[src/rtl/sc_pkg.sv]
`default_nettype none
// ============================================================================
//  sc_pkg
//  Shared types and helpers for the stochastic evaluation controller.
//  Revision: 1.0
// ============================================================================
package sc_pkg;

    typedef enum logic [2:0] {
        SC_IDLE  = 3'd0,
        SC_CLEAR = 3'd1,
        SC_FLUSH = 3'd2,
        SC_WARM  = 3'd3,
        SC_RUN   = 3'd4,
        SC_CAPT  = 3'd5,
        SC_DONE  = 3'd6
    } sc_state_t;

    // Substitute seed, an all-zero LFSR seed would lock up the SNG.
    localparam int unsigned SC_SEED0 = 32'h008;

    function automatic int unsigned sc_len(input int unsigned n);
        return (32'd1 << n) - 32'd1;
    endfunction

endpackage
`default_nettype wire

[src/rtl/sc_win_cnt.sv]
`default_nettype none
// ============================================================================
//  sc_win_cnt
//  Loadable N-bit down-counter with terminal-count flag; stops at zero.
//  Revision: 1.0
// ============================================================================
module sc_win_cnt #(
    parameter int N = 10
) (
    input  logic         clk,
    input  logic         rst,
    input  logic         i_load,
    input  logic [N-1:0] i_load_val,
    output logic         o_tc
);

    logic [N-1:0] r_cnt;

    always_ff @(posedge clk) begin
        if (!rst) begin
            r_cnt <= '0;
        end else if (i_load) begin
            r_cnt <= i_load_val;
        end else if (r_cnt != '0) begin
            r_cnt <= r_cnt - N'(1);
        end
    end

    assign o_tc = (r_cnt == '0);

endmodule
`default_nettype wire

[src/rtl/sc_eval_ctrl.sv]
`default_nettype none
// ============================================================================
//  sc_eval_ctrl
//  Sequences one sng -> stanh -> dru evaluation: clear, flush, count a
//  2^N-1 cycle window, capture the DRU count. Optional macro SC_WARMUP_EN
//  inserts a WARMUP-cycle stanh settling stage before the counting window.
//  Revision: 1.0
// ============================================================================
module sc_eval_ctrl
    import sc_pkg::*;
#(
    parameter int             N      = 10,
    parameter int             PIPE   = 2,
    parameter int             WARMUP = 16,
    parameter logic [N-1:0]   SEED0  = N'(SC_SEED0)
) (
    input  logic         clk,
    input  logic         rst,
    input  logic         req_valid,
    output logic         req_ready,
    input  logic [N-1:0] req_a,
    input  logic [N-1:0] req_seed,
    input  logic         abort,
    output logic         rsp_valid,
    input  logic         rsp_ready,
    output logic [N-1:0] rsp_data,
    output logic [N-1:0] sng_a,
    output logic [N-1:0] sng_seed,
    output logic         dp_rst,
    output logic         dru_rst,
    input  logic [N-1:0] dru_cnt,
    output logic         busy
);

    localparam logic [N-1:0] C_FLUSH_LAST = N'(PIPE - 1);
    localparam logic [N-1:0] C_RUN_LAST   = N'(sc_len(N) - 32'd1);

    sc_state_t    r_state;
    sc_state_t    w_state_nxt;
    logic         w_tc;
    logic         w_load;
    logic [N-1:0] w_load_val;
    logic         w_in_eval;
    logic         w_accept;
    logic         w_capture;
    logic [N-1:0] r_sng_a;
    logic [N-1:0] r_sng_seed;
    logic         r_rsp_valid;
    logic [N-1:0] r_rsp_data;

`ifndef SC_WARMUP_EN
    logic [N-1:0] w_unused_warmup;
    assign w_unused_warmup = N'(WARMUP);
`endif

    assign w_in_eval = (r_state != SC_IDLE) && (r_state != SC_DONE);
    assign w_accept  = (r_state == SC_IDLE) && req_valid;
    assign w_capture = (r_state == SC_CAPT) && !abort;

    always_comb begin
        w_state_nxt = r_state;
        case (r_state)
            SC_IDLE:  if (req_valid) w_state_nxt = SC_CLEAR;
            SC_CLEAR: w_state_nxt = SC_FLUSH;
`ifdef SC_WARMUP_EN
            SC_FLUSH: if (w_tc) w_state_nxt = SC_WARM;
            SC_WARM:  if (w_tc) w_state_nxt = SC_RUN;
`else
            SC_FLUSH: if (w_tc) w_state_nxt = SC_RUN;
`endif
            SC_RUN:   if (w_tc) w_state_nxt = SC_CAPT;
            SC_CAPT:  w_state_nxt = SC_DONE;
            SC_DONE:  if (rsp_ready) w_state_nxt = SC_IDLE;
            default:  w_state_nxt = SC_IDLE;
        endcase
        if (abort && w_in_eval) begin
            w_state_nxt = SC_IDLE;
        end
    end

    // Every state change reloads the window with the new stage's length - 1.
    always_comb begin
        w_load     = (w_state_nxt != r_state);
        w_load_val = '0;
        case (w_state_nxt)
            SC_FLUSH: w_load_val = C_FLUSH_LAST;
`ifdef SC_WARMUP_EN
            SC_WARM:  w_load_val = N'(WARMUP - 1);
`endif
            SC_RUN:   w_load_val = C_RUN_LAST;
            default:  w_load_val = '0;
        endcase
    end

    sc_win_cnt #(
        .N (N)
    ) u_win_cnt (
        .clk        (clk),
        .rst        (rst),
        .i_load     (w_load),
        .i_load_val (w_load_val),
        .o_tc       (w_tc)
    );

    always_ff @(posedge clk) begin
        if (!rst) begin
            r_state <= SC_IDLE;
        end else begin
            r_state <= w_state_nxt;
        end
    end

    always_ff @(posedge clk) begin
        if (!rst) begin
            r_sng_a     <= '0;
            r_sng_seed  <= SEED0;
            r_rsp_valid <= 1'b0;
            r_rsp_data  <= '0;
        end else begin
            if (w_accept) begin
                r_sng_a    <= req_a;
                r_sng_seed <= (req_seed == '0) ? SEED0 : req_seed;
            end
            if (w_capture) begin
                r_rsp_data  <= dru_cnt;
                r_rsp_valid <= 1'b1;
            end else if ((r_state == SC_DONE) && rsp_ready) begin
                r_rsp_valid <= 1'b0;
            end
        end
    end

    assign req_ready = (r_state == SC_IDLE);
    assign busy      = (r_state != SC_IDLE);
    assign dp_rst    = (r_state == SC_FLUSH) || (r_state == SC_WARM) || (r_state == SC_RUN);
    assign dru_rst   = (r_state == SC_RUN);
    assign rsp_valid = r_rsp_valid;
    assign rsp_data  = r_rsp_data;
    assign sng_a     = r_sng_a;
    assign sng_seed  = r_sng_seed;

endmodule
`default_nettype wire

[config.mk]
export PLATFORM = sky130hd
export DESIGN_NAME = sc_eval_ctrl
export DESIGN_NICKNAME = d
export VERILOG_FILES = /design/src/rtl/sc_pkg.sv /design/src/rtl/sc_win_cnt.sv /design/src/rtl/sc_eval_ctrl.sv
export SDC_FILE = /design/constraint.sdc
export NUM_CORES = 1
export LEC_CHECK = 0
export BUFFER_PORTS_ARGS = -buffer_cell sky130_fd_sc_hd__buf_2
export CAP_MARGIN = 5
export CORE_MARGIN = 10
export CORE_UTILIZATION = 35
export DETAILED_ROUTE_END_ITERATION = 10
export PLACE_DENSITY = 0.64
export SLEW_MARGIN = 20
export SYNTH_ARGS = -nofsm -noshare
export SYNTH_HDL_FRONTEND = slang
export SYNTH_SLANG_ARGS = --single-unit
export TNS_END_PERCENT = 1
[constraint.sdc]
create_clock -name clk -period 3.93 [get_ports clk]
set_clock_uncertainty 0.1 [all_clocks]
set_input_delay 0.393 -clock clk [delete_from_list [all_inputs] [get_ports clk]]
set_output_delay 0.393 -clock clk [all_outputs]
set_load 0.005 [all_outputs]
Word level (Yosys, flattened, before mapping)
Cells that the tools add are included.
{"block": "word_totals", "ff_bits": 44, "latch_bits": 0, "mem_bits_rw": 0, "rom_bits": 0, "out_inout_bits": 35, "word_cells": 44, "n_memories": 0}
{"block": "op_classes", "n_addsub": 1, "multipliers": 0, "div": 0, "n_lt_le_gt_ge": 0, "n_eq_ne": 10, "shift": 0, "mux": 12, "bitwise_logic": 0, "reduce_logical": 15}
{"op": "10-bit two-way mux", "n": 3}
{"op": "10-bit logical NOT", "n": 2}
{"op": "10-bit one-hot mux with 2 select lines", "n": 1}
{"op": "3-bit one-hot mux with 6 select lines", "n": 1}
{"op": "3-bit two-way mux", "n": 5}
{"op": "3-bit == test, second input constant", "n": 4}
{"op": "10-bit nonzero test", "n": 1}
{"op": "10-bit by 1-bit subtractor with 10-bit output, second input constant", "n": 1}
{"op": "3-bit by 2-bit == test with 1-bit output, second input constant", "n": 3}
{"op": "1-bit logical AND", "n": 5}
{"op": "2-bit nonzero test", "n": 2}
{"op": "3-bit by 1-bit == test with 1-bit output, second input constant", "n": 1}
{"op": "3-bit logical NOT", "n": 1}
{"op": "3-bit inequality test", "n": 1}
{"op": "3-bit inequality test, second input constant", "n": 1}
{"op": "3-bit nonzero test", "n": 1}
{"op": "1-bit logical OR", "n": 2}
{"op": "1-bit two-way mux", "n": 2}
{"op": "1-bit logical NOT", "n": 1}

Depth between registers and ports, before layout
Gate-level depths: netlist of run 1.
{"block": "depth", "ltp_word": 7, "ltp_mapped": 8}

Hierarchy
Synthesis of run 1 repeated with hierarchy kept, for this count alone.
{"block": "unflattened", "cells_unflattened": 241, "area_unflattened_um2": 2062.0}
{"mod": "sc_eval_ctrl", "instances": 1, "cells_per_inst": 176, "area_per_inst_um2": 1488.9}
{"mod": "sc_win_cnt", "instances": 1, "cells_per_inst": 65, "area_per_inst_um2": 573.0}

Worst setup path after synthesis of run 1
No wires, ideal clock.
{"block": "synth_path", "kind": "flip-flop to flip-flop", "from": "reg u_win_cnt.r_cnt[0]", "to": "reg u_win_cnt.r_cnt[1]", "setup_ns": 0.087, "arrival_time_ns": 2.111, "t_required_ns": 3.743, "slack_ns": 1.631, "stages_incl_launch_ff": 9, "period_less_slack_ns": 2.299, "cell_sequence": "dfxtp_1 > inv_1 > ha_1 > or4b_1 > or3_1 > buf_6 > or4_4 > buf_6 > o31ai_1"}
{"block": "synth_between", "elab_chain_len": 7, "word_cells_on_any_way": 14, "cone_classes": "1 x add/sub; 3 x eq/ne; 7 x mux; 3 x reduce/logical"}
{"item": "start: declaration", "line": "sc_win_cnt.sv:17", "text": "logic [N-1:0] r_cnt;"}
{"item": "start signal: assignment", "line": "sc_win_cnt.sv:23", "text": "r_cnt <= i_load_val;"}
{"item": "start signal: assignment", "line": "sc_win_cnt.sv:25", "text": "r_cnt <= r_cnt - N'(1);"}
{"item": "10-bit logical NOT", "line": "sc_win_cnt.sv:29", "text": "assign o_tc = (r_cnt == '0);"}
{"item": "3-bit two-way mux, on equally long branches", "line": "sc_eval_ctrl.sv:71, sc_eval_ctrl.sv:69"}
{"item": "3-bit one-hot mux with 6 select lines", "line": "sc_eval_ctrl.sv:62", "text": "case (r_state)"}
{"item": "3-bit two-way mux", "line": "sc_eval_ctrl.sv:76", "text": "if (abort && w_in_eval) begin"}
{"item": "3-bit == test or 3-bit by 2-bit == test with 1-bit output (tied branches)", "line": "sc_eval_ctrl.sv:85", "text": "case (w_state_nxt)"}
{"item": "10-bit one-hot mux with 2 select lines", "line": "sc_eval_ctrl.sv:85"}
{"item": "10-bit two-way mux", "line": "sc_win_cnt.sv:22", "text": "end else if (i_load) begin"}
Several ways; a longest one is shown, not always the timed one. The select of a mux whose other input is x is not followed.
A chain may end at the register's enable or synchronous reset.

Worst setup path in the final report of run 1
Ends and elaborated chain as after synthesis.

==> results.sh, run 1 <==
export IMPL_status="completed"
export IMPL_grt_usage=0.1156
export IMPL_power_mw=1.551
export IMPL_ys_ff_latch=44
export IMPL_cts_hold_buf=0
export IMPL_drc_errors=0
export IMPL_place_ws_ns=1.550
export IMPL_std_cell_rows=26
export IMPL_hold_class="in -> reg"
export IMPL_coreArea_um2=5107
export IMPL_port_buffers=69
export IMPL_syn_area_per_cell_um2=7.942
export IMPL_worst_ep_required_time_ns=4.04
export IMPL_wl_per_cell_um=13.25
export IMPL_clk_latency_ns=0.30
export IMPL_final_cells=367
export IMPL_cp_startpoint="u_win_cnt.r_cnt[0]"
export IMPL_grt_pass1_vias=1736
export IMPL_worst_pin_slew_ns=1.001
export IMPL_finalSetupTns_ns=0
export IMPL_die_w_um=92.72
export IMPL_clock_root_buffer="clkbuf_8"
export IMPL_ioPinCount=70
export IMPL_place_gp_congestion=0.8375
export IMPL_via_count=1754
export IMPL_grt_pass1_wl_um=8231
export IMPL_syn_inst=233
export IMPL_cp_end_kind="flip-flop"
export IMPL_critPathLaunchType="flip-flop"
export IMPL_p_leak_nw=1.046
export IMPL_routed_wl_um=4862
export IMPL_clk_pin_slew_ns=0.09
export IMPL_antenna_found_initial=0
export IMPL_initial_utilization=0.3623
export IMPL_powerDensity_nw_per_um2=664.5
export IMPL_yosysSeqAreaShare=0.4760
export IMPL_period_minus_slack_ns=2.406
export IMPL_post_cts_resized=0
export IMPL_yosys_warnings=0
export IMPL_drv_slew=0
export IMPL_antenna_cells=0
export IMPL_rsz0062_at_grt="false"
export IMPL_finalCritPeriodShare=0.6123
export IMPL_slowest_stage="or4_4"
export IMPL_dpl_cell_count=359
export IMPL_areaGrowthSynthToFinish_pct=26.17
export IMPL_cp_max_fo=9
export IMPL_cts_max_path_buffers=2
export IMPL_utilization=0.4571
export IMPL_relSlewSlack=0.3317
export IMPL_fin_nets=333
export IMPL_dieArea_um2=8596
export IMPL_ant_nets=0
export IMPL_syn_area_um2=1851
export IMPL_htreeDepth=2
export IMPL_drt_iter0_markers=77
export IMPL_vias_per_cell=4.779
export IMPL_clock_sinks=44
export IMPL_max_vdd_ir_drop_uv=312.0
export IMPL_numCtsBuffers=5
export IMPL_drtPass1Iterations=4
export IMPL_grt_max_degree=33
export IMPL_crit_chain="inv_1 > ha_1 > or4b_1 > or3_1 > or4_4 > o31ai_1"
export IMPL_drive_above_1_share=0.2727
export IMPL_grt_overflow=0
export IMPL_cts_tree="done"
export IMPL_cts_setup_buffers=0
export IMPL_hold_violations=0
export IMPL_synth_fp_nets=270
export IMPL_ys_types=34
export IMPL_worstPathArrival_ns=2.51
export IMPL_die_h_um=92.72
export IMPL_max_cap_violations=0
export IMPL_reg2reg_from="u_win_cnt.r_cnt[0]"
export IMPL_path_class="reg -> reg"
export IMPL_setup_ws_ns=1.524
export IMPL_setup_viol=0
export IMPL_hold_start="dru_cnt[7]"
export IMPL_dpl_hpwl_um=3679
export IMPL_fmax_mhz=415.6
export IMPL_cp_slowest_stage_delay_ns=0.58
[where the power goes]
group / leakage, nW / switching [mW] / total [mW] / internal (mW)
Combinational: 0.632 / 0.346 / 0.626 / 0.279
Sequential: 0.359 / 0.0589 / 0.574 / 0.515
Clock: 0.0548 / 0.160 / 0.352 / 0.191
[path summary, 6_finish.rpt]
check | to | slack, ns | depth (start not counted)
setup / recovery | u_win_cnt.r_cnt[1] | 1.52 | 6
hold / removal | rsp_data[7] | 0.22 | 3
setup reg to reg | u_win_cnt.r_cnt[1] | 1.52 | 6
hold reg to reg | rsp_data[6] | 0.35 | 2
[logic make-up after synthesis]
logic type	after synthesis	share of synthesized area
DFF	44	0.4760
AOI/OAI and AO/OA	57	0.1738
adders and majority gates	2	0.01352
xor gates and xnor gates	9	0.04260
muxes	2	0.01082
buffers and inverters	20	0.04868
and+or+nand+nor	99	0.2346
[metrics by stage]
stage | hold slack, ns | area (µm²)
finish | 0.2173 | 2335
global route | 0.2200 | 2335
CTS | 0.2114 | 2335
detailed placement | 0.3435 | 2220
global placement | 0.3386 | 2220
floorplan | 0.3527 | 1851
[synth_stat cells]
library cell	n	share of area
nand2_1	66	0.13
o2111ai_1	1	0.0047
o211a_1	1	0.0054
o31ai_1	2	0.0081
mux2i_1	2	0.011
a21bo_2	1	0.0054
dfxtp_1	44	0.48
clkbuf_1	11	0.022
or4b_1	1	0.0054
nor2_1	9	0.018
ha_1	2	0.014
o32ai_1	1	0.0047
inv_1	7	0.014
or3_1	1	0.0034
o21a_1	1	0.0041
buf_6	2	0.012
o41ai_1	1	0.0047
o21ai_1	3	0.0081
xor2_1	2	0.0095
nand2b_1	1	0.0034
and3_1	2	0.0068
nor3_1	6	0.016
and2_1	1	0.0034
a311oi_1	1	0.0047
nor4_1	3	0.010
nor2b_1	2	0.0068
xnor2_1	7	0.033
or4_4	2	0.012
nand3_1	3	0.0081
o21ai_0	12	0.032
or2_2	1	0.0034
nand4_1	1	0.0034
a221oi_1	1	0.0047
a21oi_1	32	0.087
[sequential cells by signal, summed over array words and instances, names as in the netlist]
| register | cells |
|---|---|
| rsp_data | 10 |
| sng_a | 10 |
| u_win_cnt.r_cnt | 10 |
| r_state | 3 |
| sng_seed | 10 |
| rsp_valid | 1 |
[per-layer routing]
metal	GRT usage	wire [µm]	vias to the layer above
li1	-	-	913
met1	0.1245	1998	783
met2	0.1876	2279	53
met3	0.06538	536	5
met4	0.03856	48	0
met5	0	0	-
[worst max-delay path: cells and delay by family (launching register included)]
kind                       cells  cell delay [ns]
AOI/OAI and AO/OA              1             0.09
buffers and inverters          1             0.12
adders and majority gates      1             0.18
and+or+nand+nor                3             1.52
DFF                            1             0.31
[placed cells by master, fill, tap and decap left out, types with 2 or more instances in the layout]
| cell type | instances |
|---|---|
| buf_2 | 69 |
| nand2_1 | 66 |
| dfxtp_1 | 44 |
| a21oi_1 | 32 |
| o21ai_0 | 12 |
| nor2_1 | 9 |
| inv_1 | 7 |
| xnor2_1 | 7 |
| nor3_1 | 6 |
| clkbuf_8 | 5 |
| nor4_1 | 3 |
| nand3_1 | 3 |
| o21ai_1 | 3 |
| xor2_1 | 2 |
| or4_4 | 2 |
| and3_1 | 2 |
| nor2b_1 | 2 |
| mux2i_1 | 2 |
| o31ai_1 | 2 |
| ha_1 | 2 |
[area by class of cell]
type | instances | area (µm²)
Clock buffer | 5 | 68.82
Clock inverter | 3 | 46.29
Inverter | 7 | 26.28
Multi-Input combinational cell | 169 | 879.6
Sequential cell | 44 | 880.8
Fill cell | 527 | 2773
Timing Repair Buffer | 69 | 345.3
Tap cell | 70 | 87.58
(Power assumes the default switching activity.)
==> inputs of run 2 (changes only) <==
--- a/config.mk
+++ b/config.mk
@@ -10,7 +10,7 @@
 export CORE_MARGIN = 10
 export CORE_UTILIZATION = 35
 export DETAILED_ROUTE_END_ITERATION = 10
-export PLACE_DENSITY = 0.64
+export PLACE_DENSITY = 0.67
 export SLEW_MARGIN = 20
 export SYNTH_ARGS = -nofsm -noshare
 export SYNTH_HDL_FRONTEND = slang
==> constraint.sdc (replaced) <==
create_clock -name clk -period 2.1 [get_ports clk]
set_clock_uncertainty 0.1 [all_clocks]
set_input_delay 0.21 -clock clk [delete_from_list [all_inputs] [get_ports clk]]
set_output_delay 0.21 -clock clk [all_outputs]
set_load 0.005 [all_outputs]
==> run 2 against run 1 <==
Compared with the run above:
- the flow now finishes with violations (setup timing)
- largest power group unchanged
- via count rose by 2.8%
- sequential cell count did not move
- die area did not move
==> results.sh, run 2 (same netlist as run 1, synthesis figures left out) <==
export IMPL_grt_max_degree=32
export IMPL_ff2ff_path_depth=6
export IMPL_violations="setup timing"
export IMPL_ioPinCount=70
export IMPL_worst_pin_slew_ns=0.4726
export IMPL_hold_class="in -> reg"
export IMPL_clock_root_buffer="clkbuf_8"
export IMPL_drt_iter0_markers=109
export IMPL_antenna_found_initial=0
export IMPL_antenna_cells=0
export IMPL_drtPass1Iterations=4
export IMPL_critPathTopFamily="simple AND/OR/NAND/NOR gates"
export IMPL_setup_viol=9
export IMPL_grt_usage=0.1188
export IMPL_crit_chain="inv_1 > ha_1 > or4b_4 > or3_4 > or4_4 > o31ai_1"
export IMPL_routed_wl_um=5016
export IMPL_status="finished with violations"
export IMPL_fill_cells=519
export IMPL_max_cap_violations=0
export IMPL_finalCritPeriodShare=1.014
export IMPL_r2r_end="u_win_cnt.r_cnt[1]"
export IMPL_cts_max_path_buffers=2
export IMPL_p_leak_nw=1.126
export IMPL_powerDensity_nw_per_um2=1234
export IMPL_coreArea_um2=5107
export IMPL_fmax_mhz=469.6
export IMPL_fin_nets=350
export IMPL_wl_per_cell_um=13.06
export IMPL_period_minus_slack_ns=2.129
export IMPL_worst_hold_slack_ns=0.04119
export IMPL_finalSetupTns_ns=-0.1415
export IMPL_path_class="reg -> reg"
export IMPL_multi_input_area_um2=895.9
export IMPL_std_cell_rows=26
export IMPL_reg2reg_from="u_win_cnt.r_cnt[1]"
export IMPL_grt_pass1_wl_um=8397
export IMPL_areaGrowthSynthToFinish_pct=32.32
export IMPL_rsz0062_at_grt="true"
export IMPL_relSlewSlack=0.6840
export IMPL_final_common_cell="buf_2"
export IMPL_initial_utilization=0.3623
export IMPL_hold_violations=0
export IMPL_place_gp_congestion=0.7809
export IMPL_dieArea_um2=8596
export IMPL_numCtsBuffers=5
export IMPL_rrSetupSlack_ns=-0.03
export IMPL_clk_pin_slew_ns=0.08
export IMPL_hold_depth=3
export IMPL_final_cell_mix="69 x buf_2, 66 x nand2_1, 44 x dfxtp_1"
export IMPL_die_w_um=92.72
export IMPL_die_h_um=92.72
export IMPL_drc_errors=0
export IMPL_vias_per_cell=4.695
export IMPL_seqCellArea_um2=880.8
export IMPL_worstPathArrival_ns=2.24
export IMPL_place_ws_ns=-0.1240
export IMPL_clock_sinks=44
export IMPL_setup_ws_ns=-0.02943
export IMPL_clk_latency_ns=0.29
export IMPL_cts_setup_buffers=0
export IMPL_via_count=1803
export IMPL_max_vdd_ir_drop_uv=678.6
export IMPL_drv_slew=0
export IMPL_grt_overflow=0
export IMPL_dpl_hpwl_um=3849
export IMPL_power_mw=3.023
export IMPL_drive_above_1_share=0.3185
export IMPL_cp_max_fo=9
export IMPL_critPathBufInv=1
export IMPL_htreeDepth=2
export IMPL_grt_pass1_vias=1866
export IMPL_cts_tree="done"
export IMPL_hold_path_endpoint="sng_a[3]"
export IMPL_cp_end_kind="flip-flop"
export IMPL_cp_slowest_stage_delay_ns=0.49
export IMPL_ant_nets=0
export IMPL_hold_start="req_a[3]"
export IMPL_worst_ep_required_time_ns=2.21
export IMPL_port_buffers=69
export IMPL_slowest_stage="or4_4"
export IMPL_critPathLaunchType="flip-flop"
run 2: cell types whose count changed in the layout (fill, tap and decap cells not counted), moves of 2 or more:
cell / change
buf_4: +17
clkbuf_1: +2
o21ai_0: -2
o21ai_1: +2
run 2: what timing repair did:
item | in CTS | in global routing
resized for setup | 4 | 1
endpoints found under the setup margin | 11 | 10
gates cloned | 0 | 0
pin swaps | 1 | 0
hold buffers | 0 | 0
run 2: per-stage QoR:
stage            util  instances  cell area (µm²)
2_1_floorplan       -        233             1851
3_3_place_gp   0.4596        376             2347
3_5_place_dp   0.4596        376             2347
4_1_cts        0.4794        384             2449
5_1_grt        0.4794        384             2449
6_report       0.4794        384             2449
run 2: routing by layer:
| layer | vias up | track usage | share of wire |
|---|---|---|---|
| met5 | - | 0 | 0 |
| met4 | 0 | 0.05270 | 0.017 |
| met3 | 9 | 0.06860 | 0.11 |
| met2 | 49 | 0.1935 | 0.47 |
| met1 | 803 | 0.1219 | 0.40 |
| li1 | 942 | - | - |
run 2: area by class of cell:
class / instances / area share
multi-input cells: 169 / 0.3659
flip-flops and latches: 44 / 0.3597
repair buffers: 86 / 0.1932
well taps: 70 / 0.03577
clock buffers: 7 / 0.03117
inverters: 7 / 0.01073
clock inverters: 1 / 0.003577
run 2: how the worst max path moves through the flow:
stage,start,end,slack (ns),cells past startpoint
global route,u_win_cnt.r_cnt[1],u_win_cnt.r_cnt[4],-0.12,6
detailed placement,u_win_cnt.r_cnt[1],u_win_cnt.r_cnt[2],-0.12,6
CTS,u_win_cnt.r_cnt[1],u_win_cnt.r_cnt[6],-0.04,6
global placement,u_win_cnt.r_cnt[1],u_win_cnt.r_cnt[9],-0.07,6
floorplan,u_win_cnt.r_cnt[1],u_win_cnt.r_cnt[1],-0.16,8
finish,u_win_cnt.r_cnt[1],u_win_cnt.r_cnt[1],-0.03,6
run 2: where the power goes:
group / leakage [nW] / internal (mW) / switching, mW
logic: 0.725 / 0.763 / 0.696
registers: 0.359 / 0.964 / 0.0791
clock network: 0.0424 / 0.238 / 0.282
run 2: worst register-to-register path, stage by stage, from the launching register on:
cell and delay, ns:
dfxtp_1 0.32, inv_1 0.07, ha_1 0.15, or4b_4 0.46
or3_4 0.37, or4_4 0.49, o31ai_1 0.10
==> inputs of run 3 (changes only) <==
--- a/config.mk
+++ b/config.mk
@@ -7,10 +7,12 @@
 export LEC_CHECK = 0
 export BUFFER_PORTS_ARGS = -buffer_cell sky130_fd_sc_hd__buf_2
 export CAP_MARGIN = 5
+export CELL_PAD_IN_SITES_DETAIL_PLACEMENT = 2
+export CELL_PAD_IN_SITES_GLOBAL_PLACEMENT = 2
 export CORE_MARGIN = 10
-export CORE_UTILIZATION = 35
+export CORE_UTILIZATION = 24
 export DETAILED_ROUTE_END_ITERATION = 10
-export PLACE_DENSITY = 0.67
+export PLACE_DENSITY = 0.79
 export SLEW_MARGIN = 20
 export SYNTH_ARGS = -nofsm -noshare
 export SYNTH_HDL_FRONTEND = slang
==> run 3 against run 2 <==
Compared with the run above:
- sequential power barely moved
- design area rose by 6.5%
- the flow still finishes with violations (setup timing)
- sequential share of layout area fell by 2.1 points
- setup slack got worse by 0.078 ns
- die area rose by 35%
- clock-buffer cell count fell by 1
- via count rose by 8.8%
- non-clock buffer count rose by 3
- combinational power rose by 29%
- hold slack improved by 0.0039 ns
==> results.sh, run 3 (same netlist as run 1, synthesis figures left out) <==
export IMPL_p_comb_frac=0.525
export IMPL_initial_utilization=0.2511
export IMPL_worst_hold_slack_ns=0.04510
export IMPL_setup_ws_ns=-0.1074
export IMPL_final_cell_mix="69 x buf_2, 66 x nand2_1, 42 x dfxtp_1"
export IMPL_p_clk_frac=0.179
export IMPL_clk_latency_ns=0.29
export IMPL_violations="setup timing"
export IMPL_final_common_cell="buf_2"
export IMPL_seqPwrFrac=0.296
export IMPL_critPathLaunchType="flip-flop"
export IMPL_place_gp_congestion=0.7482
export IMPL_grt_overflow=0
export IMPL_hold_start="dru_cnt[7]"
export IMPL_placed_cell_area_um2=2399
export IMPL_rrSetupSlack_ns=-0.11
export IMPL_ioPinCount=70
export IMPL_path_class="reg -> reg"
export IMPL_p_leak_nw=1.173
export IMPL_hold_path_endpoint="rsp_data[7]"
export IMPL_finalCritPeriodShare=1.051
export IMPL_r2r_end="u_win_cnt.r_cnt[0]"
export IMPL_clock_root_buffer="clkbuf_8"
export IMPL_routed_wl_um=6991
export IMPL_worstPathArrival_ns=2.28
export IMPL_port_buffers=69
export IMPL_setup_viol=10
export IMPL_grt_max_degree=32
export IMPL_die_w_um=107.8
export IMPL_drv_slew=0
export IMPL_std_cell_rows=31
export IMPL_utilization=0.3538
export IMPL_fmax_mhz=453.0
export IMPL_worst_ep_required_time_ns=2.18
export IMPL_drive_above_1_share=0.3648
export IMPL_fill_cells=907
export IMPL_dpl_hpwl_um=5168
export IMPL_cts_hold_buf=0
export IMPL_cp_max_fo=3
export IMPL_cp_end_kind="flip-flop"
export IMPL_drc_errors=0
export IMPL_seqCellArea_um2=883.3
export IMPL_critPathTopFamily="simple AND/OR/NAND/NOR gates"
export IMPL_fin_nets=354
export IMPL_via_count=1961
export IMPL_multi_input_area_um2=967.2
export IMPL_finalSetupTns_ns=-0.5083
export IMPL_wl_per_cell_um=16.76
export IMPL_relSlewSlack=0.6453
export IMPL_cp_slowest_stage_delay_ns=0.53
export IMPL_stdcell_area_um2=2608
export IMPL_critPathBufInv=1
export IMPL_rsz0062_at_grt="true"
export IMPL_switching_share=0.3862
export IMPL_antenna_found_initial=0
export IMPL_dieArea_um2=11620
export IMPL_status="finished with violations"
export IMPL_max_cap_violations=0
export IMPL_clock_sinks=44
export IMPL_cp_startpoint="u_win_cnt.r_cnt[4]"
export IMPL_antenna_cells=0
export IMPL_numCtsBuffers=5
export IMPL_clk_pin_slew_ns=0.09
export IMPL_powerDensity_nw_per_um2=1380
export IMPL_reg2reg_from="u_win_cnt.r_cnt[4]"
export IMPL_areaGrowthSynthToFinish_pct=40.91
export IMPL_hold_depth=3
export IMPL_crit_chain="or4_4 > buf_4 > nor4_1 > o32ai_1 > a21bo_2 > mux2i_1"
export IMPL_period_minus_slack_ns=2.207
export IMPL_vias_per_cell=4.703
export IMPL_worst_pin_slew_ns=0.5272
export IMPL_power_internal_mw=2.209
export IMPL_hold_class="in -> reg"
export IMPL_htreeDepth=2
export IMPL_max_vdd_ir_drop_uv=526.0
export IMPL_cts_max_path_buffers=2
export IMPL_grt_pass1_wl_um=11140
export IMPL_coreArea_um2=7370
export IMPL_ant_nets=0
export IMPL_slowest_stage="or4_4"
export IMPL_grt_usage=0.1186
export IMPL_drt_iter0_markers=66
export IMPL_cts_tree="done"
export IMPL_grt_pass1_vias=2208
export IMPL_power_switching_mw=1.390
export IMPL_drtPass1Iterations=4
export IMPL_ff2ff_path_depth=6
export IMPL_hold_violations=0
export IMPL_die_h_um=107.8
==> run 3: cell types whose count changed in the layout (fill, tap and decap cells not counted), moves of 2 or more <==
| cell | before | now |
|---|---|---|
| o21ai_0 | 10 | 6 |
| o21ai_2 | 0 | 4 |
| dfxtp_2 | 0 | 2 |
| dfxtp_1 | 44 | 42 |
| buf_4 | 17 | 19 |
==> run 3: cell type report <==
type                            instances  share of cell area
Inverter                                7             0.01008
Clock buffer                            6             0.02783
Sequential cell                        44              0.3388
Timing Repair Buffer                   89              0.1915
Multi-Input combinational cell        170              0.3709
Clock inverter                          2             0.01344
Tap cell                               99             0.04750
==> run 3: how the worst max path moves through the flow <==
stage                         end  slack, ns  cells after the start
2_1_floorplan  u_win_cnt.r_cnt[1]      -0.16                      8
5_1_grt        u_win_cnt.r_cnt[1]      -0.14                      6
3_5_place_dp   u_win_cnt.r_cnt[0]      -0.23                      7
3_3_place_gp   u_win_cnt.r_cnt[1]      -0.14                      6
6_report       u_win_cnt.r_cnt[0]      -0.11                      6
4_1_cts        u_win_cnt.r_cnt[1]       -0.1                      6
==> run 3: metrics by stage <==
step | total power, mW | setup slack (ns) | cells
global route | 3.863 | -0.1358 | 417
CTS | 3.521 | -0.09858 | 418
floorplan | 2.049 | -0.1637 | 233
finish | 3.599 | -0.1074 | 417
detailed placement | 2.580 | -0.2282 | 407
global placement | 2.504 | -0.1408 | 407
==> run 3: layer usage <==
metal,share of wire,track usage,vias up
met5,0,0,-
met2,0.50,0.2073,52
met1,0.40,0.1242,950
li1,-,-,953
met4,0.0073,0.02004,0
met3,0.095,0.06407,6
==> run 3: worst register-to-register path, stage by stage, from the launching register on <==
cell	delay, ns
dfxtp_1	0.33
or4_4	0.53
buf_4	0.16
nor4_1	0.47
o32ai_1	0.21
a21bo_2	0.24
mux2i_1	0.07
==> run 3: power by group through the flow <==
stage	Sequential [mW]	Combinational (mW)	Clock, mW
5_1_grt	1.08	2.07	0.709
2_1_floorplan	1.07	0.980	0
3_3_place_gp	1.06	1.44	0
4_1_cts	1.06	1.80	0.664
3_5_place_dp	1.07	1.51	0
6_report	1.06	1.89	0.645
==> run 3: what timing repair did <==
| action | CTS | global route |
|---|---|---|
| pin swaps | 3 | 2 |
| gates cloned | 1 | 0 |
| buffers inserted | 2 | 0 |
| endpoints found under the setup margin | 12 | 13 |
| resized for setup | 17 | 9 |
